<file path="src/rtl/id_hazard_ctrl.sv">
// Interlock/forwarding controller beside ID: drives PC and pipeline-register
// enables/flushes for load-use stalls, EX-resolved redirects and dmem freezes.
module id_hazard_ctrl #(
  parameter int FLUSH_CYCLES = 2,
  parameter int CNT_W        = 32
) (
  input  logic             clk,
  input  logic             reset,
  input  logic             id_valid,
  input  logic [4:0]       id_rs1,
  input  logic [4:0]       id_rs2,
  input  logic             id_use_rs1,
  input  logic             id_use_rs2,
  input  logic             ex_mem_read,
  input  logic [4:0]       ex_rd,
  input  logic [4:0]       ex_rs1,
  input  logic [4:0]       ex_rs2,
  input  logic             mem_reg_write,
  input  logic [4:0]       mem_rd,
  input  logic             wb_reg_write,
  input  logic [4:0]       wb_rd,
  input  logic             ex_redirect,
  input  logic             dmem_wait,
  output logic             pc_en,
  output logic             ifid_en,
  output logic             idex_en,
  output logic             exmem_en,
  output logic             memwb_en,
  output logic             ifid_flush,
  output logic             idex_flush,
  output logic [1:0]       fwd_a,
  output logic [1:0]       fwd_b,
  output logic [1:0]       state,
  output logic [CNT_W-1:0] stall_cycles
);
  localparam logic [1:0] S_RUN    = 2'd0;
  localparam logic [1:0] S_LOAD   = 2'd1;
  localparam logic [1:0] S_SQUASH = 2'd2;
  localparam logic [1:0] S_FREEZE = 2'd3;
  localparam logic [1:0] SQ_INIT  = 2'(FLUSH_CYCLES - 1);

  logic [1:0] squash_left, saved_state, saved_left;
  logic [1:0] eff_state, eff_left, state_nxt, left_nxt;
  logic       load_use;

  function automatic logic [1:0] fwd_sel(input logic [4:0] rs);
    if (mem_reg_write && mem_rd != 5'd0 && mem_rd == rs)   return 2'b01;
    else if (wb_reg_write && wb_rd != 5'd0 && wb_rd == rs) return 2'b10;
    else                                                   return 2'b00;
  endfunction

  // FREEZE is transparent: decisions are made against the state it interrupted.
  assign eff_state = (state == S_FREEZE) ? saved_state : state;
  assign eff_left  = (state == S_FREEZE) ? saved_left  : squash_left;

  assign load_use = id_valid && ex_mem_read && (ex_rd != 5'd0) &&
                    ((id_use_rs1 && id_rs1 == ex_rd) || (id_use_rs2 && id_rs2 == ex_rd));

  always_comb begin
    pc_en      = 1'b1;
    ifid_en    = 1'b1;
    idex_en    = 1'b1;
    exmem_en   = 1'b1;
    memwb_en   = 1'b1;
    ifid_flush = 1'b0;
    idex_flush = 1'b0;
    state_nxt  = S_RUN;
    left_nxt   = 2'd0;
    fwd_a      = 2'b00;
    fwd_b      = 2'b00;
    if (!reset) begin
      {pc_en, ifid_en, idex_en, exmem_en, memwb_en} = 5'b0;
      ifid_flush = 1'b1;
      idex_flush = 1'b1;
    end else begin
      fwd_a = fwd_sel(ex_rs1);
      fwd_b = fwd_sel(ex_rs2);
      if (dmem_wait) begin
        {pc_en, ifid_en, idex_en, exmem_en, memwb_en} = 5'b0;
        state_nxt = S_FREEZE;
        left_nxt  = squash_left;
      end else if (ex_redirect) begin
        ifid_flush = 1'b1;
        idex_flush = 1'b1;
        if (FLUSH_CYCLES > 1) begin
          state_nxt = S_SQUASH;
          left_nxt  = SQ_INIT;
        end
      end else if (eff_state == S_SQUASH) begin
        ifid_flush = 1'b1;
        left_nxt   = 2'(eff_left - 2'd1);
        state_nxt  = (left_nxt == 2'd0) ? S_RUN : S_SQUASH;
      end else if (load_use) begin
        pc_en      = 1'b0;
        ifid_en    = 1'b0;
        idex_flush = 1'b1;
        state_nxt  = S_LOAD;
      end
    end
  end

  always_ff @(posedge clk or negedge reset) begin
    if (!reset) begin
      state        <= S_RUN;
      squash_left  <= 2'd0;
      saved_state  <= S_RUN;
      saved_left   <= 2'd0;
      stall_cycles <= '0;
    end else begin
      state       <= state_nxt;
      squash_left <= left_nxt;
      if (dmem_wait) begin
        saved_state <= eff_state;
        saved_left  <= eff_left;
      end
      if (!pc_en && stall_cycles != {CNT_W{1'b1}})
        stall_cycles <= stall_cycles + {{(CNT_W-1){1'b0}}, 1'b1};
    end
  end
endmodule

</file>
<file path="config.mk">
export PLATFORM = sky130hd
export DESIGN_NAME = id_hazard_ctrl
export DESIGN_NICKNAME = d
export VERILOG_FILES = /design/src/rtl/id_hazard_ctrl.sv
export SDC_FILE = /design/constraint.sdc
export NUM_CORES = 1
export LEC_CHECK = 0
export CAP_MARGIN = 20
export CORE_ASPECT_RATIO = 2
export CORE_UTILIZATION = 45
export CTS_CLUSTER_DIAMETER = 150
export DETAILED_ROUTE_END_ITERATION = 7
export HOLD_SLACK_MARGIN = 0.03
export PLACE_DENSITY = 0.81
export SYNTH_ARGS = -nofsm -noshare
export SYNTH_HDL_FRONTEND = slang
export SYNTH_SLANG_ARGS = --single-unit
</file>
<file path="constraint.sdc">
create_clock -name clk -period 2.2 [get_ports clk]
set_input_delay 0.44 -clock clk [delete_from_list [all_inputs] [get_ports clk]]
set_output_delay 0.44 -clock clk [all_outputs]
set_load 0.05 [all_outputs]
</file>
==> metrics.csv <==
stage,metric,value,unit
cts,clk root buf,clkbuf_8,
finish,"commonest cells after routing, fill and taps aside","buf_4 (41), xor2_1 (38), dfrtp_1 (38)",
finish,final net count,431,
setup_path,CP Max Fanout,2,
yosys,Synth area leaders,"dfrtp_1 (41%), xor2_1 (14%), xnor2_1 (7.8%), nor4_1 (3.8%), nand2_1 (3.2%)",
yosys,syn_nets,303,
timing,Final Setup Violations,4,
global_route,GRT Residual Overflow,0,
yosys,Synth Warn #,0,
outcome,violations in the final reports,negative setup slack,
min_path,Hold WC Path Type,input port to async pin,
global_route,M1 GR Usage,25.9,%
drt,DRC viols,0,
drt,total number of vias,2520,
placed_design,port buffer count,89,
power_and_ir_drop,PD cells,638,mW/mm^2
die,die area,0.00581,mm^2
placed_design,gpl congestion,0.969,
cts,CTS H-tree lvls,2,
cts,CTS Buffer Depth,2,
drt,1st-iter DRT viols,49,
yosys,Mapped Cells,256,
global_route,largest net degree at the start of global routing,35,
placed_design,Post-Place Cell Area,0.00382,mm^2
yosys,"EDFF count, synth",0,
drt,WL final,8350,um
timing,Worst slew margin,65.5,%
timing,final hold vios,0,
global_route,GR peak layer,met2,
drt,wire per inst,18.8,um
global_route,GR Util met3,6.38,%
run,MaxCap Viol Count,0,
timing,minimum clock period,2.34,ns
die,Core Rows,37,
yosys,post-synth top area share,40.5,%
timing,setup_tns,-0.395,ns
timing,RSZ-0062 raised after global routing,yes,
yosys,Post-Syn Area,0.00247,mm^2
yosys,sequential cell area fraction in the yosys report,40.5,%
die,Starting Density,47.2,%
finish,design area,0.00408,mm^2
setup_path,CP required,1.76,ns
global_route,first-pass GRT wire length,12500,um
placed_design,HPWL after DPL,6240,um
cts,Post-CTS Hold Fix Bufs,0,
cts,worst skew pair latency,0.32,ns
placed_design,dpl cells,430,
die,Core ar.,0.00523,mm^2
global_route,total track usage,30.8,%
cts,cts bufs inserted,5,
yosys,post-synth cell types,42,
setup_path,crit start category,input port,
die,I/O Pins,90,
yosys,largest area contributor in the netlist,dfrtp_1,
drt,Final ANT Viol Nets,0,
yosys,Post-synth ARST share,100,%
timing,Worst-Margin Slew,0.516,ns
timing,max-slew violations,0,
finish,share of cells above drive strength 1,31.7,%
yosys,"Top FF cell, synth",dfrtp_1,
finish,area delta synth->final,65.1,%
power_and_ir_drop,Final Power,0.00260,W
yosys,synthesis-stage register bit count,40,
finish,post-layout util,77.9,%
setup_path,Crit. End Element,output port,
timing,Clock Skew,0.0109,ns
yosys,mean post-synth cell area,9.65,um^2
cts,TritonCTS clock tree,done,
global_route,global routing usage on met2,58.4,%
timing,final critical-path share of the clock period,107,%
global_route,vias in the first global route,2648,
power_and_ir_drop,VDD IR-drop max,0.544,mV
die,Die Y-Extent,107,um
timing,Peak Freq,426,MHz
power_and_ir_drop,Leak,1.89,nW
drt,Pre-antenna DRT Iters,4,
setup_path,kind of critical path,input port to output port,
cts,Sink Count,40,
die,Die X,54.4,um
outcome,status,finished with violations,
finish,fin cells,443,
drt,Vias/cell,5.69,
setup_path,CP arrival,1.90,ns
global_route,initial antenna violation count,0,
timing,fin worst setup slack,-0.145,ns
cts,clock slew at reported path FFs,0.09,ns
finish,"commonest non-fill, non-tap cell in the layout",buf_4,
finish,Ant. Diodes,0,
worst paths after layout:
path	start	to	slack, ns	cells past startpoint
setup / recovery	mem_rd[3]	fwd_a[1]	-0.14	6
hold / removal	reset	saved_left[1]$_DFFE_PN0P_	0.21	3
setup reg to reg	stall_cycles[12]$_DFFE_PN0P_	stall_cycles[26]$_DFFE_PN0P_	0.16	6
hold reg to reg	stall_cycles[20]$_DFFE_PN0P_	stall_cycles[20]$_DFFE_PN0P_	0.51	1
max in group asynchronous	reset	stall_cycles[0]$_DFFE_PN0P_	1.30	4
min in group clk	stall_cycles[20]$_DFFE_PN0P_	stall_cycles[20]$_DFFE_PN0P_	0.51	1
critical path, stage by stage:
cell and delay [ns]:
buf_6 0.10, or4_4 0.54, o21ai_4 0.22, nor4_4 0.09
nor4_4 0.34, buf_12 0.18
layer usage:
layer	vias up	wire [um]
met4	0	560
met3	39	409
met1	1198	2560
met2	138	4820
li1	1145	-
met5	-	0
power by group:
part,internal [W],switching (W),total (W),leakage (nW)
clock network,0.000336,0.000289,0.000625,0.0541
registers,0.000817,0.0000986,0.000916,0.507
logic,0.000412,0.000650,0.00106,1.33
total,0.00156,0.00104,0.00260,1.89
synth_stat cells (all sizes together) (2+ instances only):
cell	number
nand2b	2
buf	8
ha	2
nand3	10
xor2	39
or3	3
nor4	18
a21oi	5
clkbuf	2
or4	5
o21ai	4
dfrtp	40
and3	3
nor2b	3
nor3	15
and2	2
xnor2	22
nor2	17
mux2i	2
inv	10
and4	2
nand4	8
nand2	22
cells by family (layout without fill, tap and decap cells):
| logic type | after synthesis | count (layout) | synth area share, % |
|---|---|---|---|
| and+or+nand+nor | 113 | 113 | 27.5 |
| muxes | 3 | 3 | 1.27 |
| adders and majority gates | 2 | 2 | 1.01 |
| AOI/OAI and AO/OA | 17 | 17 | 4.36 |
| DFF | 40 | 40 | 40.5 |
| buffers and inverters | 20 | 149 | 3.75 |
| xor gates and xnor gates | 61 | 61 | 21.6 |
area by class of cell:
type	count	area, um^2
sequential	40	1000
timing repair buffer	131	1260
fill	349	1150
tap	58	72.6
clock inverter	3	42.5
inverter	10	37.5
clock buffer	5	68.8
multi-input combinational	196	1590
repair_timing:
action                                  4_1_cts  5_1_grt
endpoints found under the setup margin       18       11
pin swaps                                    30       25
resized for setup                            90       31
setup buffers                                 3        4
flip-flops by register name, summed over array words and instances (netlist names):
register,cells
saved_left,2
saved_state,2
squash_left,2
stall_cycles,32
state,2
stage by stage:
stage               setup slack, ns  hold slack [ns]
detailed placement           -0.523            0.493
CTS                          -0.175            0.216
global placement             -0.473            0.477
global route                 -0.209            0.220
finish                       -0.145            0.208
floorplan                    -0.115            0.144
Power figures use the tool's default switching activity.
==> edit (same settings) <==
Reset style: synchronous (`reset`), changed in one clocked block.
--- a/src/rtl/id_hazard_ctrl.sv
+++ b/src/rtl/id_hazard_ctrl.sv
@@ -100,5 +100,5 @@
   end
 
-  always_ff @(posedge clk or negedge reset) begin
+  always_ff @(posedge clk) begin
     if (!reset) begin
       state        <= S_RUN;
Behaviour: differs if reset is asserted again (counterexample within 4 cycles, from zero or initial values and one cycle with reset low); with reset held inactive, the same outputs for 10 cycles.
==> edit against the unedited design <==
The flow still finishes with violations (negative setup slack); non-clock buffer count rose by 6; final area rose by 4.1%; sequential cell count did not move; worst setup slack got worse by 28 ps; area after synthesis fell by 0.20%; wire length rose by 12%; critical path depth rose by 1; via count rose by 20%; worst hold slack improved by 290 ps; largest cell class unchanged.
Power is not compared: it rests on default switching activity, and its combinational part moved more than twofold at a synthesized area within 25%.
==> edit: results <==
set metrics [dict create \
    synth_cell_type_count 45 \
    clk_share 0.0286 \
    placed_area_sq_um 3830 \
    clock_latency_ps 300 \
    setup_viol 2 \
    status "complete, but fails checks" \
    r2r_end "stall_cycles[9]$_SDFFE_PN0P_" \
    place_ws_ps -541 \
    slew_headroom 0.650 \
    synthCells 300 \
    seq_cell_count 40 \
    violations "negative setup slack" \
    reg2regPathDepth 7 \
    synth_ff_type "dfxtp_1" \
    multi_input_comb_cells 236 \
    syn-num-nets 347 \
    setup_ws_ps -173 \
    clock_skew_ps 9.23 \
    nets 476 \
    n_fill_cell 304 \
    final_cells 488 \
    crit-reg2reg-launch "stall_cycles[5]$_SDFFE_PN0P_" \
    ys_top_cells_by_area "dfxtp_1 32%, xor2_1 7.1%, xnor2_1 6.0%, a21oi_1 4.7%, nand4_1 3.8%" \
    worstSetupStartpoint "wb_rd[4]" \
    ctsResizeCount 99 \
    fin_hold_ws_ps 500 \
    final-seq-area_sq_um 842 \
    setup_tns_ps -263 \
]
## edit: changes by cell type in the layout (fill, tap and decap cells not counted), moves of 10 or more
cell and delta:
dfxtp_1 +11, dfxtp_2 +27, o21ai_0 +13, a21oi_1 +18
xor2_1 -19, or3_1 +10, dfrtp_1 -38
## edit: metal layers
layer / share of wire / global-route usage / up-vias
met3: 0.053 / 0.0567 / 41
met4: 0.050 / 0.170 / 0
met1: 0.33 / 0.284 / 1454
met2: 0.57 / 0.604 / 168
li1: - / - / 1369
met5: 0 / 0 / -
## edit: logic make-up (layout without fill, tap and decap cells)
family                     Yosys count  count (layout)  share of synthesized area
AOI/OAI and AO/OA                   68              68                      0.174
xor gates and xnor gates            37              37                      0.131
adders and majority gates            2               2                     0.0102
buffers and inverters               25             154                     0.0513
DFF                                 40              40                      0.325
muxes                                3               3                     0.0122
and+or+nand+nor                    125             126                      0.296
## edit: worst min-delay path: stages (launching register included)
cell	delay, ps
dfxtp_2	340
o21ai_0	70
a21oi_1	60
